===== src/rtl/i2c_reg_seq_pkg.sv =====
// Shared definitions for the i2c register-access sequencer: i2c_master command/status
// encodings, step-list indices, FSM state types and the step builder.
package i2c_reg_seq_pkg;

  localparam int C_SZ = 6;
  localparam int S_SZ = 2;

  // Command bits; START/STOP/NACK ride along with WRTE/READ in one command word.
  localparam logic [C_SZ-1:0] C_STRT = 6'h01;
  localparam logic [C_SZ-1:0] C_STOP = 6'h02;
  localparam logic [C_SZ-1:0] C_WRTE = 6'h04;
  localparam logic [C_SZ-1:0] C_READ = 6'h08;
  localparam logic [C_SZ-1:0] C_NACK = 6'h10;
  localparam logic [C_SZ-1:0] C_CLRS = 6'h20;

  // Status bit positions within mst_stat.
  localparam int SB_BSY = 0;
  localparam int SB_ERR = 1;

  localparam int MAX_LEN_DEF = 4;
  localparam int BSY_TO_DEF  = 4;

  // Step-list positions. STP_MID is the write data phase or the read re-address.
  localparam logic [2:0] STP_ADDR = 3'd0;
  localparam logic [2:0] STP_REG  = 3'd1;
  localparam logic [2:0] STP_MID  = 3'd2;
  localparam logic [2:0] STP_RDAT = 3'd3;
  localparam logic [2:0] STP_STOP = 3'd4;

  typedef struct packed {
    logic [C_SZ-1:0] cmd;
    logic [7:0]      dat;
  } step_t;

  typedef enum logic [2:0] {
    ISS_IDLE,
    ISS_SETUP,
    ISS_STROBE,
    ISS_WAIT_HI,
    ISS_WAIT_LO,
    ISS_CHECK
  } iss_state_e;

  typedef enum logic [2:0] {
    SEQ_IDLE,
    SEQ_ISSUE,
    SEQ_WAIT,
    SEQ_CLR,
    SEQ_CLR_WAIT,
    SEQ_RSTOP,
    SEQ_RSTOP_WAIT,
    SEQ_FIN
  } seq_state_e;

  // Command/data for the current position in the write or read step list.
  function automatic step_t build_step(
    input logic        rnw,
    input logic [2:0]  step_idx,
    input logic [1:0]  byte_idx,
    input logic [1:0]  len,
    input logic [6:0]  dev,
    input logic [7:0]  reg_idx,
    input logic [31:0] wdata
  );
    step_t       s;
    logic [31:0] wsh;
    logic        last;
    s    = '{cmd: C_STOP, dat: 8'h00};
    wsh  = wdata << {byte_idx, 3'b000};
    last = (byte_idx == len);
    case (step_idx)
      STP_ADDR: s = '{cmd: C_STRT | C_WRTE, dat: {dev, 1'b0}};
      STP_REG:  s = '{cmd: C_WRTE, dat: reg_idx};
      STP_MID: begin
        if (rnw) s = '{cmd: C_STRT | C_WRTE, dat: {dev, 1'b1}};
        else     s = '{cmd: last ? (C_WRTE | C_STOP) : C_WRTE, dat: wsh[31:24]};
      end
      STP_RDAT: s = '{cmd: last ? (C_READ | C_NACK) : C_READ, dat: 8'h00};
      default:  s = '{cmd: C_STOP, dat: 8'h00};
    endcase
    return s;
  endfunction

endpackage


===== src/rtl/i2c_reg_seq_step_issuer.sv =====
// Runs one i2c_master command step: present cmd/dat, strobe ws once, follow BSY/ERR,
// and report step_done/step_err. Clear-status steps skip the busy handshake.
module i2c_step_issuer
  import i2c_reg_seq_pkg::*;
#(
  parameter int BSY_TO = BSY_TO_DEF
) (
  input  logic            clk,
  input  logic            rst,
  input  logic            start,
  input  logic            clr,
  input  step_t           step,
  output logic [C_SZ-1:0] mst_cmd,
  output logic [7:0]      mst_dat,
  output logic            mst_ws,
  input  logic [S_SZ-1:0] mst_stat,
  output logic            step_done,
  output logic            step_err
);

  localparam int TW = $clog2(BSY_TO + 1);

  iss_state_e state, state_nx;
  logic       clr_q;
  logic [TW-1:0] to_cnt;

  // NOTE: sequential state uses non-blocking assignments so every flop samples pre-edge values.
  always_ff @(posedge clk or negedge rst) begin
    if (!rst) begin
      state   <= ISS_IDLE;
      mst_cmd <= '0;
      mst_dat <= '0;
      clr_q   <= 1'b0;
      to_cnt  <= '0;
    end else begin
      state <= state_nx;
      // cmd/dat load one cycle ahead of the strobe and hold until the next step.
      if (state == ISS_IDLE && start) begin
        mst_cmd <= step.cmd;
        mst_dat <= step.dat;
        clr_q   <= clr;
      end
      if (state == ISS_WAIT_HI) to_cnt <= to_cnt + 1'b1;
      else                      to_cnt <= '0;
    end
  end

  // NOTE: every output of this block gets a default first, so no path can infer a latch.
  always_comb begin
    state_nx  = state;
    mst_ws    = 1'b0;
    step_done = 1'b0;
    step_err  = 1'b0;
    case (state)
      ISS_IDLE:   if (start) state_nx = ISS_SETUP;
      ISS_SETUP:  state_nx = ISS_STROBE;
      ISS_STROBE: begin
        mst_ws   = 1'b1;
        state_nx = clr_q ? ISS_CHECK : ISS_WAIT_HI;
      end
      ISS_WAIT_HI: begin
        // ERR wins even with BSY still high; a master that never raises BSY times out.
        if (mst_stat[SB_ERR])                 state_nx = ISS_CHECK;
        else if (mst_stat[SB_BSY])            state_nx = ISS_WAIT_LO;
        else if (to_cnt == TW'(BSY_TO - 1))   state_nx = ISS_CHECK;
      end
      ISS_WAIT_LO: if (!mst_stat[SB_BSY]) state_nx = ISS_CHECK;
      ISS_CHECK: begin
        step_done = 1'b1;
        step_err  = mst_stat[SB_ERR] & ~clr_q;
        state_nx  = ISS_IDLE;
      end
      default: state_nx = ISS_IDLE;
    endcase
  end

endmodule


===== src/rtl/i2c_reg_seq.sv =====
// Register-access sequencer: expands one host read/write request into i2c_master
// command steps, packs read data, and recovers the bus with CLRS + STOP after errors.
module i2c_reg_seq
  import i2c_reg_seq_pkg::*;
#(
  parameter int BSY_TO  = BSY_TO_DEF,
  parameter int MAX_LEN = MAX_LEN_DEF
) (
  input  logic                 clk,
  input  logic                 rst,
  input  logic                 req,
  input  logic                 rnw,
  input  logic [6:0]           dev,
  input  logic [7:0]           reg_idx,
  input  logic [1:0]           len,
  input  logic [8*MAX_LEN-1:0] wdata,
  output logic [8*MAX_LEN-1:0] rdata,
  output logic                 busy,
  output logic                 done,
  output logic                 err,
  output logic [C_SZ-1:0]      mst_cmd,
  output logic [7:0]           mst_dat,
  output logic                 mst_ws,
  input  logic [S_SZ-1:0]      mst_stat,
  input  logic [7:0]           mst_rdat
);

  seq_state_e state, state_nx;

  logic                 rnw_q;
  logic [6:0]           dev_q;
  logic [7:0]           reg_q;
  logic [1:0]           len_q;
  logic [8*MAX_LEN-1:0] wdata_q;
  logic [2:0]           step_idx;
  logic [1:0]           byte_idx;
  logic                 final_clr;

  step_t cur_step, iss_step;
  logic  iss_start, iss_clr;
  logic  step_done, step_err;
  logic  rd_step, data_step, last_step;
  logic [8*MAX_LEN-1:0] rd_byte_sh;

  assign cur_step  = build_step(rnw_q, step_idx, byte_idx, len_q, dev_q, reg_q, wdata_q);
  assign rd_step   = rnw_q && (step_idx == STP_RDAT);
  assign data_step = rnw_q ? rd_step : (step_idx == STP_MID);
  assign last_step = rnw_q ? (step_idx == STP_STOP)
                           : ((step_idx == STP_MID) && (byte_idx == len_q));
  // Byte k lands MSB-first: byte 0 at the top of rdata.
  assign rd_byte_sh = {{(8*MAX_LEN-8){1'b0}}, mst_rdat} << {~byte_idx, 3'b000};

  i2c_step_issuer #(.BSY_TO(BSY_TO)) u_issuer (
    .clk       (clk),
    .rst       (rst),
    .start     (iss_start),
    .clr       (iss_clr),
    .step      (iss_step),
    .mst_cmd   (mst_cmd),
    .mst_dat   (mst_dat),
    .mst_ws    (mst_ws),
    .mst_stat  (mst_stat),
    .step_done (step_done),
    .step_err  (step_err)
  );

  always_ff @(posedge clk or negedge rst) begin
    if (!rst) begin
      state     <= SEQ_IDLE;
      rnw_q     <= 1'b0;
      dev_q     <= '0;
      reg_q     <= '0;
      len_q     <= '0;
      wdata_q   <= '0;
      step_idx  <= '0;
      byte_idx  <= '0;
      final_clr <= 1'b0;
      rdata     <= '0;
      err       <= 1'b0;
    end else begin
      state <= state_nx;
      case (state)
        SEQ_IDLE: if (req) begin
          rnw_q     <= rnw;
          dev_q     <= dev;
          reg_q     <= reg_idx;
          len_q     <= len;
          wdata_q   <= wdata;
          step_idx  <= STP_ADDR;
          byte_idx  <= '0;
          final_clr <= 1'b0;
          rdata     <= '0;
          err       <= 1'b0;
        end
        SEQ_WAIT: if (step_done) begin
          if (step_err) begin
            err <= 1'b1;
          end else begin
            if (rd_step) rdata <= rdata | rd_byte_sh;
            if (data_step && byte_idx != len_q) byte_idx <= byte_idx + 1'b1;
            else if (!last_step)                step_idx <= step_idx + 1'b1;
          end
        end
        // A failed recovery STOP gets exactly one more CLRS, then the transfer ends.
        SEQ_RSTOP_WAIT: if (step_done && step_err) begin
          err       <= 1'b1;
          final_clr <= 1'b1;
        end
        default: ;
      endcase
    end
  end

  always_comb begin
    state_nx  = state;
    iss_start = 1'b0;
    iss_clr   = 1'b0;
    iss_step  = cur_step;
    done      = 1'b0;
    busy      = (state != SEQ_IDLE) && (state != SEQ_FIN);
    case (state)
      SEQ_IDLE:  if (req) state_nx = SEQ_ISSUE;
      SEQ_ISSUE: begin
        iss_start = 1'b1;
        state_nx  = SEQ_WAIT;
      end
      SEQ_WAIT: if (step_done) begin
        if (step_err)       state_nx = SEQ_CLR;
        else if (last_step) state_nx = SEQ_FIN;
        else                state_nx = SEQ_ISSUE;
      end
      SEQ_CLR: begin
        iss_start = 1'b1;
        iss_clr   = 1'b1;
        iss_step  = '{cmd: C_CLRS, dat: 8'h00};
        state_nx  = SEQ_CLR_WAIT;
      end
      SEQ_CLR_WAIT: if (step_done) state_nx = final_clr ? SEQ_FIN : SEQ_RSTOP;
      SEQ_RSTOP: begin
        iss_start = 1'b1;
        iss_step  = '{cmd: C_STOP, dat: 8'h00};
        state_nx  = SEQ_RSTOP_WAIT;
      end
      SEQ_RSTOP_WAIT: if (step_done) state_nx = step_err ? SEQ_CLR : SEQ_FIN;
      SEQ_FIN: begin
        done     = 1'b1;
        state_nx = SEQ_IDLE;
      end
      default: state_nx = SEQ_IDLE;
    endcase
  end

endmodule

===== config.mk =====
export PLATFORM = sky130hd
export DESIGN_NAME = i2c_reg_seq
export DESIGN_NICKNAME = d
export VERILOG_FILES = /design/src/rtl/i2c_reg_seq_pkg.sv /design/src/rtl/i2c_reg_seq_step_issuer.sv /design/src/rtl/i2c_reg_seq.sv
export SDC_FILE = /design/constraint.sdc
export NUM_CORES = 1
export LEC_CHECK = 0
export BUFFER_PORTS_ARGS = -buffer_cell sky130_fd_sc_hd__buf_2
export CORE_MARGIN = 2
export CORE_UTILIZATION = 54
export CTS_CLUSTER_DIAMETER = 80
export DETAILED_ROUTE_END_ITERATION = 7
export GPL_ROUTABILITY_DRIVEN = 0
export HOLD_SLACK_MARGIN = 0.05
export PLACE_DENSITY = 0.79
export SLEW_MARGIN = 15
export SYNTH_ARGS = -nofsm -noshare
export SYNTH_HDL_FRONTEND = slang
export SYNTH_SLANG_ARGS = --single-unit

===== constraint.sdc =====
create_clock -name clk -period 1.9 [get_ports clk]
set_input_delay 0.285 -clock clk [delete_from_list [all_inputs] [get_ports clk]]
set_output_delay 0.285 -clock clk [all_outputs]
set_load 0.02 [all_outputs]

==> run_results.csv <==
group,metric,value,unit
floorplan,start_util,0.557,
grt,gr-usage-all-layers,0.242,
clock_tree,clkLatencyLatePin,0.37,ns
grt,grt_max_degree,53,
clock_tree,ctsRootBufferMaster,"clkbuf_8",
cells_and_area,area_growth,21.1,%
grt,antenna_found_initial,0,
sta,slew_headroom,0.576,
cells_and_area,nNetsFinal,720,
worst_setup_path,critPathLaunchType,"register",
worst_setup_path,end_kind,"register",
cells_and_area,stdcell_count,784,
sta,fin_crit_sh,0.971,
floorplan,io_pins,113,
sta,tightest_slew,0.634,ns
clock_tree,clkTransAtPathRegs,0.12,ns
drt,num_vias,4387,
pwr,power.density,1720,mW/mm^2
place,dpl.cell_count,764,
synthesis,ys_warn_count,0,
drt,ant_nets,0,
synthesis,ys_types,55,
synthesis,ys.flop_type,"dfrtp_1",
worst_setup_path,path_buf_inv,2,
pwr,power.leakage,3.29,nW
run_status,status,"finished, final reports clean",
synthesis,avgSynthCellArea,9.70,um^2
synthesis,synth_area,0.00517,mm^2
synthesis,seq_area_frac_synth,0.542,
clock_tree,cts_buffers,9,
grt,gr-total-overflow,0,
place,portBuffers,112,
drt,finalWirelength,11.9,mm
sta,whs,0.0936,ns
clock_tree,cts_max_level,3,
clock_tree,cts_tree,"done",
drt,wl_per_cell,15.2,um
grt,grt_pass1_wl,20.2,mm
sta,fin_tns_setup,0,ns
drt,vias_per_cell,5.60,
floorplan,dieArea,0.0104,mm^2
synthesis,syn_inst,533,
sta,fin_crit,1.84,ns
floorplan,dieWidth,102,um
pwr,irDropWorstVdd,0.860,mV
run,cap_violations,0,
sta,finClkSkew,0.0133,ns
clock_tree,clockBufferDepth,2,
sta,slew_viol_final,0,
sta,setup_violations,0,
floorplan,core-area,0.00928,mm^2
worst_setup_path,crit_chain,"inv_1 -> ha_1 -> nor3b_4 -> buf_4 -> o22ai_1 -> or4_1 -> nand3_1",
sta,finalHoldViolations,0,
drt,drc_errors,0,
worst_setup_path,cp_top_family,"simple AND/OR/NAND/NOR gates",
sta,fmax,0.542,GHz
place,hpwl,8.51,mm
synthesis,synth-edff-count,0,
pwr,power,10.8,mW
grt,grt_pass1_vias,4120,
worst_setup_path,crit_fanout,5,
drt,drt_first_pass_iters,6,
floorplan,die_h,102,um
synthesis,ys_seq_elements,112,
synthesis,synthArstFlopShare,1.00,
synthesis,syn-num-nets,603,
drt,drt-initial-drc-count,254,
cells_and_area,drive_above_1_share,0.275,
min_path,hold_path_class,"input pin to register",
clock_tree,cts.sinks,112,
cells_and_area,diodes,0,
worst_setup_path,crit_type,"register to register",
floorplan,rows,35,
sta,rsz0062_at_grt,"yes",
worst_setup_path,worstPathArrival,2.14,ns
worst_setup_path,crit_required,2.20,ns
worst_setup_path,cp_slowest_cell,"dfrtp_2",
worst_setup_path,slowest_delay,0.45,ns
[cell families (layout without fill, tap and decap cells)]
family,after synthesis,in the layout,share of synthesized area
flops,112,112,0.542
buf+inv,46,168,0.0385
simple gates,278,278,0.245
compound gates,77,77,0.112
fa+ha+maj,7,7,0.0169
mux,11,11,0.0416
xor+xnor,2,2,0.00339
[per-stage QoR]
step | util | setup slack, ns | instance area, um^2
3_5_place_dp | 0.648 | 0.0450 | 6020
2_1_floorplan | - | 0.210 | 5170
4_1_cts | 0.670 | 0.0243 | 6220
6_report | 0.674 | 0.0558 | 6260
5_1_grt | 0.674 | -0.0294 | 6260
3_3_place_gp | 0.648 | 0.152 | 6020
[synth_stat cells (all sizes together) (2+ instances only)]
library cell | number | area, um^2
nand2 | 169 | 634
dfrtp | 112 | 2800
nor2 | 55 | 206
clkbuf | 23 | 86.3
a41oi | 18 | 158
a31oi | 16 | 100
buf | 16 | 86.3
o21ai | 13 | 65.1
and4 | 8 | 70.1
and4b | 8 | 80.1
mux4 | 8 | 180
a222oi | 7 | 70.1
ha | 7 | 87.6
inv | 7 | 26.3
nand3 | 6 | 30.0
a21oi | 5 | 25.0
nor3 | 4 | 25.0
a22o | 3 | 26.3
and2 | 3 | 18.8
nand3b | 3 | 22.5
nor2b | 3 | 18.8
nor3b | 3 | 32.5
a32o | 2 | 20.0
a32oi | 2 | 17.5
and3 | 2 | 12.5
mux2i | 2 | 20.0
nand2b | 2 | 12.5
nand4 | 2 | 12.5
nor4b | 2 | 30.0
or2 | 2 | 12.5
or4 | 2 | 15.0
xor2 | 2 | 17.5
[timing repair]
| action | CTS | global route |
|---|---|---|
| endpoints found under the hold margin | 32 | 0 |
| gates resized for setup | 0 | 4 |
| hold buffers | 1 | 0 |
| setup endpoints to repair | 0 | 9 |
| buffers inserted | 0 | 3 |
[cell usage in the layout (no fill, tap or decap), types with 3 or more instances in the layout]
cell,Yosys,final
a222oi_1,7,7
clkbuf_8,0,9
and4b_1,8,8
o21ai_1,4,3
buf_4,2,27
and4_1,8,8
a22o_1,3,3
a41oi_1,18,18
inv_1,7,7
nor2_1,55,55
mux4_2,8,8
o21ai_0,9,9
inv_6,0,3
dfrtp_1,112,111
buf_12,0,5
buf_2,9,111
nand2_1,169,169
and2_1,3,3
a31oi_1,16,16
a21oi_1,5,5
ha_1,7,7
nor3_1,3,3
nand3_1,6,5
nand3b_1,3,3
[sequential cells by signal (all words and copies together), names as in the netlist]
register,cells
rdata,32
state,3
u_issuer.state,3
wdata_q,32
final_clr,1
reg_q,8
u_issuer.mst_dat,8
step_idx,3
byte_idx,2
rnw_q,1
u_issuer.clr_q,1
len_q,2
u_issuer.to_cnt,3
u_issuer.mst_cmd,5
err,1
dev_q,7
[report_power, final]
part           total, mW  leakage, nW  internal, mW  switching [mW]
logic               5.27         1.74          2.15            3.13
clock network       1.38        0.101         0.520           0.860
registers           4.10         1.45          3.39           0.714
total               10.8         3.29          6.06            4.70
[path summary, 6_finish.rpt]
kind,end,depth (start not counted),slack (ns),from
max,byte_idx[0]$_DFFE_PN0P_,7,0.06,step_idx[0]$_DFFE_PN0P_
min,wdata_q[6]$_DFFE_PN0P_,3,0.09,wdata[6]
max reg2reg,byte_idx[0]$_DFFE_PN0P_,7,0.06,step_idx[0]$_DFFE_PN0P_
min reg2reg,u_issuer.to_cnt[0]$_DFF_PN0_,1,0.44,u_issuer.to_cnt[0]$_DFF_PN0_
max in group asynchronous,step_idx[0]$_DFFE_PN0P_,3,0.88,rst
min in group asynchronous,u_issuer.clr_q$_DFFE_PN0P_,2,0.41,rst
[layer usage]
metal	track usage	wire (um)	vias to the layer above
met5	0	0	-
met4	0.0585	119	0
met3	0.0349	741	15
met2	0.384	5710	163
met1	0.359	5320	2120
li1	-	-	2089
[worst register-to-register path, cell delays in order (launching register included)]
cell	delay [ns]
dfrtp_2	0.45
inv_1	0.09
ha_1	0.22
nor3b_4	0.27
buf_4	0.17
o22ai_1	0.07
or4_1	0.41
nand3_1	0.10
[area by class of cell]
class | instances | area [um^2]
fill | 789 | 3030
sequential | 112 | 2800
multi-input combinational | 375 | 2190
timing repair buffer | 145 | 880
tap | 129 | 161
clock buffer | 9 | 124
clock inverter | 7 | 70.1
inverter | 7 | 26.3
No activity file was read; power rests on OpenSTA's default activity.
